<file path="src/rtl/icache_line_fill_pkg.sv">
// Shared cache defines package.
// Holds the refill line geometry, the refill FSM state type and the
// icache <-> refill interface structures used by icache_line_fill.
package icache_line_fill_pkg;

    localparam int ICACHE_LINE_WIDTH = 128;
    localparam int ICACHE_WORD_WIDTH = 32;
    localparam int ICACHE_LINE_BEATS = ICACHE_LINE_WIDTH / ICACHE_WORD_WIDTH;

    typedef enum logic [1:0] {
        IFILL_IDLE,
        IFILL_FETCH,
        IFILL_DRAIN,
        IFILL_RESP
    } type_ifill_states_e;

    // Refill request from the icache.
    typedef struct packed {
        logic        req;
        logic [31:0] addr;
        logic        kill;
    } type_icache2mem_s;

    // Refill response to the icache.
    typedef struct packed {
        logic [ICACHE_LINE_WIDTH-1:0] r_data;
        logic                         ack;
    } type_mem2icache_s;

endpackage

</file>
<file path="src/rtl/icache_line_fill.sv">
// icache_line_fill
// Refills one icache line by issuing ICACHE_LINE_BEATS sequential word reads
// to a downstream memory and assembling them into a line buffer.
//
// Ports:
//   clk           clock, all state updates on the rising edge
//   rst_n         synchronous, active-low reset
//   icache2mem_i  refill request (req, addr, kill) from the icache
//   mem2icache_o  refill response (r_data line, ack) to the icache
//   mem_req_o     downstream word read request
//   mem_addr_o    downstream word byte address
//   mem_rdata_i   downstream read data, valid with mem_ack_i
//   mem_ack_i     downstream word completion
module icache_line_fill
    import icache_line_fill_pkg::*;
#(
    parameter int LINE_WIDTH = ICACHE_LINE_WIDTH,
    parameter int WORD_WIDTH = 32
) (
    input  logic                  clk,
    input  logic                  rst_n,
    input  type_icache2mem_s      icache2mem_i,
    output type_mem2icache_s      mem2icache_o,
    output logic                  mem_req_o,
    output logic [31:0]           mem_addr_o,
    input  logic [WORD_WIDTH-1:0] mem_rdata_i,
    input  logic                  mem_ack_i
);

    localparam logic [1:0] LAST_BEAT = 2'(ICACHE_LINE_BEATS - 1);

    type_ifill_states_e      state;
    logic [1:0]              beat;
    logic [27:0]             base;
    logic [LINE_WIDTH-1:0]   line_buf;
    logic [LINE_WIDTH-1:0]   r_data_q;
    logic                    abort;
    logic                    unused_addr_lsbs;

    // Request withdrawn or killed by the icache.
    assign abort = icache2mem_i.kill | ~icache2mem_i.req;

    // Only the line base is latched; the in-line offset is irrelevant.
    assign unused_addr_lsbs = ^icache2mem_i.addr[3:0];

    always_ff @(posedge clk) begin
        if (!rst_n) begin
            state     <= IFILL_IDLE;
            beat      <= '0;
            base      <= '0;
            line_buf  <= '0;
            r_data_q  <= '0;
            mem_req_o <= 1'b0;
        end else begin
            case (state)
                IFILL_IDLE: begin
                    if (icache2mem_i.req && !icache2mem_i.kill) begin
                        base      <= icache2mem_i.addr[31:4];
                        beat      <= '0;
                        mem_req_o <= 1'b1;
                        state     <= IFILL_FETCH;
                    end
                end
                IFILL_FETCH: begin
                    if (abort) begin
                        // A word already issued must still complete; if it
                        // completes right now it is simply discarded.
                        if (mem_ack_i) begin
                            mem_req_o <= 1'b0;
                            state     <= IFILL_IDLE;
                        end else begin
                            state <= IFILL_DRAIN;
                        end
                    end else if (mem_ack_i) begin
                        line_buf[int'(beat)*WORD_WIDTH +: WORD_WIDTH] <= mem_rdata_i;
                        beat <= beat + 2'd1;
                        if (beat == LAST_BEAT) begin
                            // Publish the complete line, including the word
                            // arriving this cycle, so r_data only changes on
                            // delivered lines.
                            r_data_q  <= {mem_rdata_i, line_buf[LINE_WIDTH-WORD_WIDTH-1:0]};
                            mem_req_o <= 1'b0;
                            state     <= IFILL_RESP;
                        end
                    end
                end
                IFILL_DRAIN: begin
                    if (mem_ack_i) begin
                        mem_req_o <= 1'b0;
                        state     <= IFILL_IDLE;
                    end
                end
                IFILL_RESP: begin
                    state <= IFILL_IDLE;
                end
                default: begin
                    state <= IFILL_IDLE;
                end
            endcase
        end
    end

    assign mem_addr_o = {base, beat, 2'b00};

    // ack must honour a kill arriving in the RESP cycle itself, so it is
    // qualified combinationally with the live request.
    assign mem2icache_o.ack    = (state == IFILL_RESP) & icache2mem_i.req & ~icache2mem_i.kill;
    assign mem2icache_o.r_data = r_data_q;

endmodule
</file>
<file path="config.mk">
export PLATFORM = sky130hd
export DESIGN_NAME = icache_line_fill
export DESIGN_NICKNAME = d
export VERILOG_FILES = /design/src/rtl/icache_line_fill_pkg.sv /design/src/rtl/icache_line_fill.sv
export SDC_FILE = /design/constraint.sdc
export NUM_CORES = 1
export LEC_CHECK = 0
export BUFFER_PORTS_ARGS = -buffer_cell sky130_fd_sc_hd__buf_2
export CAP_MARGIN = 10
export CELL_PAD_IN_SITES_DETAIL_PLACEMENT = 1
export CELL_PAD_IN_SITES_GLOBAL_PLACEMENT = 1
export CORE_MARGIN = 5
export CORE_UTILIZATION = 40
export DETAILED_ROUTE_END_ITERATION = 7
export PLACE_DENSITY = 0.88
export SLEW_MARGIN = 40
export SYNTH_ARGS = -nofsm -noshare
export SYNTH_HDL_FRONTEND = slang
export SYNTH_SLANG_ARGS = --single-unit
</file>
<file path="constraint.sdc">
create_clock -name clk -period 2.3 [get_ports clk]
set_input_delay 0.575 -clock clk [delete_from_list [all_inputs] [get_ports clk]]
set_output_delay 0.575 -clock clk [all_outputs]
set_load 0.02 [all_outputs]
</file>
==> impl_metrics.py <==
metrics = {
    "yosys": {
        "synth_top_area_frac": 0.530,
        "yosys.area.top_type": "dfxtp_1",
        "synth_area_um2": 9710,
        "synth_common_cells": "nand2_1 (375), dfxtp_1 (257), a21boi_1 (120)",
        "synth_ff_type": "dfxtp_1",
        "yosys.area_share.simple": 0.195,
        "synth-xor-area-share": 0,
        "synth.avg_cell_area_um2": 8.97,
        "syn_inst": 1082,
        "yosys-top-cells-area": "dfxtp_1 (53%), nand2_1 (14%), a21boi_1 (9.3%)",
        "synth_edf_count": 0,
        "synth_top_family_by_area": "compound AO/OA/AOI/OAI gates",
        "synth_seq_cells": 257,
        "synth_compound_area_frac": 0.210,
        "muxShareOfSynthArea": 0.00322,
        "synth-seq-area-share": 0.530,
        "yosys.area_share.adder": 0.0142,
        "yosysUniqueCellTypes": 40,
        "post-synth-top-count-cell": "nand2_1",
        "yosysWarnings": 0,
        "async_flop_share": 0,
    },
    "route": {
        "wl_um": 29600,
        "routedWlPerCell_um": 18.3,
        "ant_nets": 0,
        "drtIter0Drc": 449,
        "route.vias.total": 8402,
        "via_per_inst": 5.19,
        "remaining_drc_errors": 0,
        "first_pass_iters": 4,
    },
    "placement": {
        "place_congestion": 0.763,
        "hpwl_um": 19900,
        "portBuffers": 224,
        "place_ws_ns": 0.0828,
    },
    "sta": {
        "tightest_slew_ns": 0.584,
        "setup_viol": 0,
        "fmax_mhz": 471,
        "finalCritPeriodShare": 0.923,
        "worst_slack_ns": 0.176,
        "setup_tns_ns": 0,
        "rsz0062_at_grt": "false",
        "period_minus_slack_ns": 2.12,
        "hold_viol_final": 0,
        "worst_clock_skew_ns": 0.0110,
        "max-slew-margin-rel": 0.601,
        "finalMaxSlewViolations": 0,
    },
    "critical_path": {
        "crit_type": "flop to flop",
        "path_buf_inv": 2,
        "reg2reg_slack_ns": 0.18,
        "critPathArrivalTime_ns": 2.54,
        "cp.required_ns": 2.71,
        "r2r-start": "state[1]",
        "worstSetupEndpointType": "flop",
        "startpoint_type": "flop",
        "worst-r2r-cell-count": 7,
        "cp_max_fo": 32,
        "crit_family": "simple AND/OR/NAND/NOR gates",
        "crit_chain": "inv_1 > ha_1 > and4b_2 > nand2_1 > and2_1 > buf_4 > a22o_1",
        "cp_slowest_cell": "and4b_2",
        "r2r_end": "line_buf[75]",
        "cp_slowest_stage_delay_ns": 0.39,
    },
    "clocking": {
        "clkTransAtPathRegs_ns": 0.06,
        "cts_tree": "done",
        "clock_sinks": 257,
        "cts-root-buf": "clkbuf_16",
        "post-cts-setup-buffers": 0,
        "htreeDepth": 1,
        "cts_buffers": 28,
        "clock_path_buffers": 3,
        "clk_latency_ns": 0.54,
    },
    "power_and_ir_drop": {
        "vdd_ir_drop_max_mv": 0.498,
        "power.clock.fraction": 0.468,
        "powerDensity_nw_per_um2": 831,
        "p_comb_frac": 0.078,
        "switching_share": 0.238,
        "p_seq_frac": 0.455,
        "p_int_uw": 7650,
        "p_leak_uw": 0.00488,
        "switchingPower_uw": 2390,
    },
    "worst_hold_path": {
        "min_to": "base[11]",
        "hp-class": "primary input to flop",
        "hold_start": "icache2mem_i[16]",
        "hold_path_depth": 3,
    },
    "finish": {
        "n_antenna_cell": 0,
        "nets": 1355,
        "area_growth_pct": 24.4,
        "drive_gt1_frac": 0.238,
        "finalCoreUtilization": 0.501,
    },
    "global_route": {
        "grt_max_degree": 131,
        "grt_pass1_wl_um": 48000,
        "grt_use_met2": 0.347,
        "antenna_found_initial": 1,
        "met1_usage": 0.265,
        "grt_pass1_vias": 8994,
        "overflow": 0,
        "met3_usage": 0.0659,
        "track_usage": 0.208,
        "busiest_layer": "met2",
    },
    "die": {
        "die_w_um": 166,
        "start_util": 0.403,
        "coreArea_um2": 24100,
        "dieArea_um2": 27500,
        "fp.dieH_um": 166,
        "rows": 57,
        "io_pins": 231,
    },
    "outcome": {
        "status": "complete, no violations",
    },
    "run": {
        "maxCapViolCount": 0,
    },
}
==> state kept, by name, summed over array words and instances, names as in the netlist <==
signal	count
beat	2
r_data_q	128
base	28
state	2
line_buf	96
mem_req_o	1
==> per-stage QoR <==
step | hold WS, ns | std cells | area, um2 | total power [uW]
4_1_cts | 0.265 | 1620 | 12100 | 10100
3_5_place_dp | 0.444 | 1569 | 11100 | 5450
6_report | 0.284 | 1620 | 12100 | 10000
5_1_grt | 0.281 | 1620 | 12100 | 10400
2_1_floorplan | 0.431 | 1083 | 9710 | 5140
3_3_place_gp | 0.438 | 1569 | 11100 | 5420
==> layer usage <==
layer | up-vias | wire (um)
met5 | - | 7
met4 | 2 | 587
met3 | 45 | 2350
met2 | 226 | 13800
met1 | 4126 | 12900
li1 | 4003 | -
==> final cells by class <==
cell class,count,area [um2]
Clock inverter,15,188
Tap cell,324,405
Sequential cell,257,5140
Multi-Input combinational cell,732,4140
Clock buffer,36,782
Timing Repair Buffer,250,1410
Inverter,6,22.5
Fill cell,2830,12000
==> cells in the final DEF (no fill, tap or decap), types with 2 or more instances in the layout <==
master,n
clkbuf_16,29
buf_4,20
clkbuf_1,4
a21oi_1,2
a22o_1,42
a21o_1,2
nor4_4,2
buf_2,223
nor2b_1,3
mux2i_1,2
and2_1,5
clkinv_2,6
nand4_1,32
bufinv_16,4
nand3_1,24
a21boi_0,90
buf_12,7
dfxtp_1,257
nand2_1,374
clkbuf_8,3
a21boi_1,120
inv_1,5
ha_1,11
conb_1,2
clkinvlp_4,5
==> worst reg2reg max path, delay by kind of cell (launching register included) <==
family	cells	cell delay, ns
AND/OR/NAND/NOR	3	0.72
flip-flops	1	0.36
buffers and inverters	2	0.36
AO/OA/AOI/OAI	1	0.31
adder cells (fa/ha/maj)	1	0.25
==> timing repair <==
item,4_1_cts,5_1_grt
hold buffers,0,0
endpoints found under the setup margin,0,44
resized for setup,0,1
==> power groups by stage <==
stage	Sequential (uW)	Clock [uW]	Combinational [uW]
after floorplan	4720	0	420
after global placement	4660	0	762
after detailed placement	4670	0	782
after CTS	4570	4790	785
after global routing	4570	4980	855
final	4570	4700	780
==> logic make-up (layout without fill, tap and decap cells) <==
family                   count (synthesis)  count (layout)
AND/OR/NAND/NOR                        451             451
AO/OA/AOI/OAI                          265             265
flip-flops                             257             257
buffers and inverters                   94             307
adder cells (fa/ha/maj)                 11              11
multiplexers                             3               3
other                                    1               2
==> how the worst max path moves through the flow <==
stage / endpoint / slack (ns) / startpoint / cells past startpoint
floorplan: line_buf[10] / 0.33 / beat[0] / 7
global placement: line_buf[75] / 0.13 / icache2mem_i[0] / 6
detailed placement: line_buf[77] / 0.08 / icache2mem_i[0] / 6
CTS: line_buf[75] / 0.05 / state[1] / 7
global route: r_data_q[121] / 0.06 / state[1] / 8
finish: line_buf[75] / 0.18 / state[1] / 7
Note: power is estimated with default switching activity, not from simulation.
